<file path="config.mk">
export PLATFORM = sky130hd
export DESIGN_NAME = mem_port_arbiter_flat
export DESIGN_NICKNAME = d
export VERILOG_FILES = /design/src/rtl/mem_port_arbiter_if.sv /design/src/rtl/mem_port_arbiter.sv /design/src/flat_wrapper.sv
export SDC_FILE = /design/constraint.sdc
export NUM_CORES = 1
export LEC_CHECK = 0
export ABC_AREA = 1
export BUFFER_PORTS_ARGS = -buffer_cell sky130_fd_sc_hd__buf_2
export CAP_MARGIN = 10
export CELL_PAD_IN_SITES_DETAIL_PLACEMENT = 1
export CELL_PAD_IN_SITES_GLOBAL_PLACEMENT = 1
export CORE_MARGIN = 3
export CORE_UTILIZATION = 25
export DETAILED_ROUTE_END_ITERATION = 16
export PLACE_DENSITY_LB_ADDON = 0.1
export SKIP_CTS_REPAIR_TIMING = 1
export SYNTH_ARGS = -nofsm -noshare
export SYNTH_HDL_FRONTEND = slang
export SYNTH_SLANG_ARGS = --single-unit
</file>
<file path="constraint.sdc">
create_clock -name clk -period 2.4 [get_ports clk]
set_input_delay 0.48 -clock clk [delete_from_list [all_inputs] [get_ports clk]]
set_output_delay 0.48 -clock clk [all_outputs]
set_load 0.1 [all_outputs]
</file>
<file path="src/rtl/mem_port_arbiter_if.sv">
// mem_port_arbiter_if: bundle of the three buses around the backing-memory
// arbiter: the I-cache port (i__*), the D-cache port (d__*), the memory port
// (m__*) and the observability outputs (o__*).
//   slave  : the arbiter's view (takes cache requests, drives memory)
//   master : the environment's view (caches + memory model)
// m__rdata is not registered or muxed by the arbiter. Both caches read it
// straight off this bundle and qualify it with their own ready, so it appears
// only in the master modport.
interface mem_port_arbiter_if #(
  parameter int WORD_SIZE = 16,
  parameter int LINE_SIZE = 64
);
  logic                 i__read_m;
  logic [WORD_SIZE-1:0] i__addr;
  logic                 i__ready;

  logic                 d__read_m;
  logic                 d__write_m;
  logic [WORD_SIZE-1:0] d__addr;
  logic [WORD_SIZE-1:0] d__size;
  logic [LINE_SIZE-1:0] d__wdata;
  logic                 d__ready;

  logic                 m__read_m;
  logic                 m__write_m;
  logic [WORD_SIZE-1:0] m__addr;
  logic [WORD_SIZE-1:0] m__size;
  logic [LINE_SIZE-1:0] m__wdata;
  logic                 m__ready;
  logic [LINE_SIZE-1:0] m__rdata;

  logic [1:0]           o__grant;
  logic [15:0]          o__i_grants;
  logic [15:0]          o__d_grants;

  modport slave (
    input  i__read_m, i__addr,
    input  d__read_m, d__write_m, d__addr, d__size, d__wdata,
    input  m__ready,
    output i__ready, d__ready,
    output m__read_m, m__write_m, m__addr, m__size, m__wdata,
    output o__grant, o__i_grants, o__d_grants
  );

  modport master (
    output i__read_m, i__addr,
    output d__read_m, d__write_m, d__addr, d__size, d__wdata,
    output m__ready, m__rdata,
    input  i__ready, d__ready,
    input  m__read_m, m__write_m, m__addr, m__size, m__wdata,
    input  o__grant, o__i_grants, o__d_grants
  );
endinterface

</file>
<file path="src/rtl/mem_port_arbiter.sv">
// mem_port_arbiter: shares one line-wide memory port between the I-cache
// (line reads) and the D-cache (word/line reads and writes).
// Ports:
//   clk      clock, all state changes on posedge
//   reset_n  asynchronous active-low reset
//   bus      mem_port_arbiter_if.slave (cache requests in, memory strobes
//            out, ready routing, grant state and saturating grant counters)
// A registered grant selects which cache is combinationally forwarded to
// memory. After each completion one TURN cycle keeps both strobes low before
// the next arbitration. D wins ties unless it has completed STARVE_LIMIT
// times in a row while I was waiting.
module mem_port_arbiter #(
  parameter int WORD_SIZE    = 16,
  parameter int LINE_SIZE    = 64,
  parameter int STARVE_LIMIT = 2
) (
  input logic               clk,
  input logic               reset_n,
  mem_port_arbiter_if.slave bus
);
  typedef enum logic [1:0] {
    IDLE    = 2'd0,
    GRANT_I = 2'd1,
    GRANT_D = 2'd2,
    TURN    = 2'd3
  } state_t;

  localparam logic [WORD_SIZE-1:0] LINE_BITS = WORD_SIZE'(LINE_SIZE);
  localparam logic [3:0]           STARVE_LIM = 4'(STARVE_LIMIT);

  state_t      state, state_nxt;
  logic [3:0]  streak;
  logic [15:0] i_grants, d_grants;
  logic        i_pend, d_pend, i_done, d_done;

  assign i_pend = bus.i__read_m;
  assign d_pend = bus.d__read_m | bus.d__write_m;
  assign i_done = (state == GRANT_I) & bus.m__ready;
  assign d_done = (state == GRANT_D) & bus.m__ready;

  always_ff @(posedge clk or negedge reset_n) begin
    if (!reset_n) state <= IDLE;
    else          state <= state_nxt;
  end

  // Next state plus the memory-side forward. Because this decodes the
  // registered state, an async reset drops the strobes immediately.
  always_comb begin
    state_nxt      = state;
    bus.m__read_m  = 1'b0;
    bus.m__write_m = 1'b0;
    bus.m__addr    = '0;
    bus.m__size    = '0;
    bus.m__wdata   = '0;
    bus.i__ready   = 1'b0;
    bus.d__ready   = 1'b0;
    case (state)
      IDLE: begin
        if (i_pend && d_pend)
          state_nxt = (streak >= STARVE_LIM) ? GRANT_I : GRANT_D;
        else if (i_pend)
          state_nxt = GRANT_I;
        else if (d_pend)
          state_nxt = GRANT_D;
      end
      GRANT_I: begin
        // A requester dropping its strobe mid-grant is forwarded as-is; the
        // grant is only released by m__ready.
        bus.m__read_m = bus.i__read_m;
        bus.m__addr   = bus.i__addr;
        bus.m__size   = LINE_BITS;
        bus.i__ready  = bus.m__ready;
        if (bus.m__ready) state_nxt = TURN;
      end
      GRANT_D: begin
        // read+write together is treated as a write
        bus.m__read_m  = bus.d__read_m & ~bus.d__write_m;
        bus.m__write_m = bus.d__write_m;
        bus.m__addr    = bus.d__addr;
        bus.m__size    = bus.d__size;
        bus.m__wdata   = bus.d__wdata;
        bus.d__ready   = bus.m__ready;
        if (bus.m__ready) state_nxt = TURN;
      end
      TURN:    state_nxt = IDLE;
      default: state_nxt = IDLE;
    endcase
  end

  assign bus.o__grant = (state == GRANT_I) ? 2'b01 :
                        (state == GRANT_D) ? 2'b10 : 2'b00;

  // Streak counts D completions that happened while I sat waiting. It only
  // survives while I keeps requesting.
  always_ff @(posedge clk or negedge reset_n) begin
    if (!reset_n)                  streak <= '0;
    else if (!i_pend || i_done)    streak <= '0;
    else if (d_done && streak != 4'hF) streak <= streak + 4'd1;
  end

  always_ff @(posedge clk or negedge reset_n) begin
    if (!reset_n) begin
      i_grants <= '0;
      d_grants <= '0;
    end else begin
      if (i_done && i_grants != 16'hFFFF) i_grants <= i_grants + 16'd1;
      if (d_done && d_grants != 16'hFFFF) d_grants <= d_grants + 16'd1;
    end
  end

  assign bus.o__i_grants = i_grants;
  assign bus.o__d_grants = d_grants;
endmodule

</file>
<file path="src/flat_wrapper.sv">
// flat-port wrapper written by rule: the top's interface ports become plain ports
module mem_port_arbiter_flat 
#(
  parameter int WORD_SIZE    = 16,
  parameter int LINE_SIZE    = 64,
  parameter int STARVE_LIMIT = 2
)
  (clk, reset_n, bus_i__read_m, bus_i__addr, bus_d__read_m, bus_d__write_m, bus_d__addr, bus_d__size, bus_d__wdata, bus_m__ready, bus_i__ready, bus_d__ready, bus_m__read_m, bus_m__write_m, bus_m__addr, bus_m__size, bus_m__wdata, bus_o__grant, bus_o__i_grants, bus_o__d_grants);
  mem_port_arbiter_if #(.WORD_SIZE(WORD_SIZE), .LINE_SIZE(LINE_SIZE)) bus_i ();
  input logic clk;
  input logic reset_n;
  input wire logic [$bits(bus_i.i__read_m)-1:0] bus_i__read_m;
  input wire logic [$bits(bus_i.i__addr)-1:0] bus_i__addr;
  input wire logic [$bits(bus_i.d__read_m)-1:0] bus_d__read_m;
  input wire logic [$bits(bus_i.d__write_m)-1:0] bus_d__write_m;
  input wire logic [$bits(bus_i.d__addr)-1:0] bus_d__addr;
  input wire logic [$bits(bus_i.d__size)-1:0] bus_d__size;
  input wire logic [$bits(bus_i.d__wdata)-1:0] bus_d__wdata;
  input wire logic [$bits(bus_i.m__ready)-1:0] bus_m__ready;
  output wire logic [$bits(bus_i.i__ready)-1:0] bus_i__ready;
  output wire logic [$bits(bus_i.d__ready)-1:0] bus_d__ready;
  output wire logic [$bits(bus_i.m__read_m)-1:0] bus_m__read_m;
  output wire logic [$bits(bus_i.m__write_m)-1:0] bus_m__write_m;
  output wire logic [$bits(bus_i.m__addr)-1:0] bus_m__addr;
  output wire logic [$bits(bus_i.m__size)-1:0] bus_m__size;
  output wire logic [$bits(bus_i.m__wdata)-1:0] bus_m__wdata;
  output wire logic [$bits(bus_i.o__grant)-1:0] bus_o__grant;
  output wire logic [$bits(bus_i.o__i_grants)-1:0] bus_o__i_grants;
  output wire logic [$bits(bus_i.o__d_grants)-1:0] bus_o__d_grants;
  assign bus_i.i__read_m = bus_i__read_m;
  assign bus_i.i__addr = bus_i__addr;
  assign bus_i.d__read_m = bus_d__read_m;
  assign bus_i.d__write_m = bus_d__write_m;
  assign bus_i.d__addr = bus_d__addr;
  assign bus_i.d__size = bus_d__size;
  assign bus_i.d__wdata = bus_d__wdata;
  assign bus_i.m__ready = bus_m__ready;
  assign bus_i__ready = bus_i.i__ready;
  assign bus_d__ready = bus_i.d__ready;
  assign bus_m__read_m = bus_i.m__read_m;
  assign bus_m__write_m = bus_i.m__write_m;
  assign bus_m__addr = bus_i.m__addr;
  assign bus_m__size = bus_i.m__size;
  assign bus_m__wdata = bus_i.m__wdata;
  assign bus_o__grant = bus_i.o__grant;
  assign bus_o__i_grants = bus_i.o__i_grants;
  assign bus_o__d_grants = bus_i.o__d_grants;
  mem_port_arbiter #(.WORD_SIZE(WORD_SIZE), .LINE_SIZE(LINE_SIZE), .STARVE_LIMIT(STARVE_LIMIT)) u_core (.clk(clk), .reset_n(reset_n), .bus(bus_i));
endmodule
</file>
==> key figures <==
Detailed routing
  – WL per Instance: 16.7 um
  – Routed WL: 16.6 mm
  – Routed via count: 4,460
  – DR iter-0 viols: 124
  – Metal-1 WL: 6.23 mm
  – Routed Antenna Nets: 0
  – DR WL met2: 8.88 mm
  – DRC Markers: 0
  – Vias/cell: 4.49
  – Top routing layer used: met5
  – WL met3: 1.12 mm
  – Drt pass-1 iters: 4

Yosys
  – Cell variety after synth: 29
  – Compound-gate portion of the synthesized area: 8.74%
  – Synthesized area: 3340 um2
  – Post-Synth XOR/XNOR Area: 3.15%
  – Cells after Synth: 570
  – Synthesized area per cell: 5.85 um2
  – Number of enable flip-flop cells after synthesis: 0
  – Seq cells post-synth: 38
  – Synth warnings: 0
  – Top_reg_cell synth: dfrtp_1
  – Mapped Nets: 696
  – Combinational family with the most area after synthesis: simple AND/OR/NAND/NOR gates
  – Post-Synth Adder-Cell Area: 3.00%
  – Sequential area share after synthesis: 28.5%
  – Async SR Flop Fraction: 100%
  – Post-synthesis simple-gate area fraction: 40.0%
  – Fraction of synthesized area in multiplexers: 0%

CTS
  – Clock Latency Late Sink: 0.29 ns
  – # clock sinks: 38
  – Root Driver: clkbuf_16
  – Clock Pin Slew Worst Setup and Hold Paths: 0.06 ns
  – CTS Buf Count: 5
  – Clock Tree Buf Depth: 2
  – H-tree depth: 2
  – TritonCTS clock tree: done

Global routing
  – First-pass GRT wire length: 25.1 mm
  – Initial antenna violation count: 9
  – Gr ovfl total: 0
  – Largest net degree at the start of global routing: 33
  – Number of global-route vias before repair: 4,507
  – Total track usage: 21.7%

Timing
  – Final setup fails: 0
  – Slew HR: 55.0%
  – Max-slew violation count: 0
  – Max frequency: 435 MHz
  – Min Tclk post-route: 2.30 ns
  – Unrepaired setup endpoints after global routing: no
  – Worst hold margin: 0.229 ns
  – Final Hold Viols: 0
  – Slew @ Worst Pin: 0.675 ns
  – Fin crit share: 95.7%
  – Post-Route Skew: 0.00456 ns

Floorplanning
  – FP Rows: 41
  – # IOs: 252
  – Die H: 122 um
  – Core ar.: 12,800 um2
  – DIE AREA: 14,800 um2
  – Starting density of the core: 26.0%
  – Die W: 122 um

Final layout
  – Layout cells sized above 1: 37.9%
  – Most frequent cells in the layout: nand2_1, buf_2, inv_1, buf_12, dfrtp_1
  – Final #Nets: 943
  – Area growth from synthesis to layout: 100%
  – Commonest non-fill, non-tap cell in the layout: nand2_1
  – FF/Latch Area: 951 um2
  – Fillers: 1,649
  – Footprint of the multi-input gates: 2050 um2

Critical path
  – R2R Path End: u_core.streak[1]
  – Crit path capture: bus_m__addr[1]
  – Critical Path AT: 1.82 ns
  – WS Path Type: flop to output pin
  – Critical path required time: 1.92 ns
  – CP startpoint kind: flop
  – Slack of the worst reg-to-reg path: 0.48 ns
  – Worst-case reg-to-reg path depth: 9
  – R2r startpoint: u_core.state[0]
  – Maximum fanout along the worst path: 21
  – CP Capture Type: output pin
  – Worst Setup SP: u_core.state[1]

Place
  – IO buf count: 251
  – GP Congestion: 0.849
  – Placed wire-length estimate: 14.2 mm

Hold path
  – HP Class: input port to async pin

Run status
  – Status: completed

Run
  – # Max-Cap Violations: 0
per-layer routing:
layer | up-vias | GRT usage [%]
li1 | 2188 | -
met1 | 2113 | 23.6
met2 | 119 | 40.6
met3 | 30 | 6.15
met4 | 10 | 6.51
met5 | - | 0
cells in the mapped netlist, types with 4 or more instances:
master / number / area [um2]
o21ai_0: 18 / 90.1
nand3_1: 15 / 75.1
buf_6: 4 / 45.0
nor2_1: 38 / 143
buf_1: 8 / 30.0
dfrtp_1: 38 / 951
buf_2: 5 / 25.0
xor2_1: 4 / 35.0
ha_1: 8 / 100
nand2_1: 241 / 905
inv_1: 116 / 435
nand2_2: 7 / 43.8
nand4_1: 8 / 50.1
o21ai_2: 5 / 43.8
nor3_1: 4 / 20.0
a21oi_1: 21 / 105
xnor2_1: 8 / 70.1
stage by stage:
stage / cells / cell area, um2 / utilization, % / setup TNS [ns] / worst slack (ns)
2_1_floorplan: 570 / 3570 / - / 0 / 0.0279
5_1_grt: 993 / 6670 / 52.0 / 0 / 0.000162
4_1_cts: 989 / 6650 / 51.9 / -0.256 / -0.0336
3_5_place_dp: 981 / 6510 / 50.7 / 0 / 0.281
6_report: 994 / 6680 / 52.0 / 0 / 0.103
3_3_place_gp: 981 / 6510 / 50.7 / 0 / 0.344
worst max-delay path: stages (launching register included):
cell and delay, ns:
dfrtp_1 0.42, inv_1 0.12, ha_1 0.32, clkinv_1 0.10
buf_12 0.20, a21oi_4 0.16, buf_12 0.19
worst min-delay path by stage:
stage / startpoint / end / slack [ns] / cells after the start
2_1_floorplan: reset_n / u_core.bus.o__d_grants[0] / 0.18 / 0
3_3_place_gp: u_core.streak[0] / u_core.streak[0] / 0.50 / 1
3_5_place_dp: u_core.streak[0] / u_core.streak[0] / 0.51 / 1
4_1_cts: reset_n / u_core.bus.o__d_grants[1] / 0.25 / 1
5_1_grt: reset_n / u_core.bus.o__d_grants[1] / 0.27 / 1
6_report: reset_n / u_core.bus.o__d_grants[1] / 0.23 / 1
sequential cells by signal, summed over array words and instances (netlist names):
name,cells
u_core.state,2
u_core.streak,4
u_core.bus.o__d_grants,16
u_core.bus.o__i_grants,16
kinds of logic (layout without fill, tap and decap cells):
kind of cell	Yosys count	after routing
flops	38	38
fa+ha+maj	8	8
simple gates	324	324
xor+xnor	12	12
buf+inv	137	385
compound gates	51	51
other cells	0	4
layout make-up:
cell class	instances	area share (%)
timing repair buffer	260	42.8
multi-input combinational	395	30.8
sequential	38	14.2
inverter	117	6.64
tap	172	3.22
clock buffer	7	2.14
antenna	4	0.150
clock inverter	1	0.0750
Power is left out: the tool's default activity adds up to more than one toggle a clock period on the data nets, which glitch-free logic cannot reach.
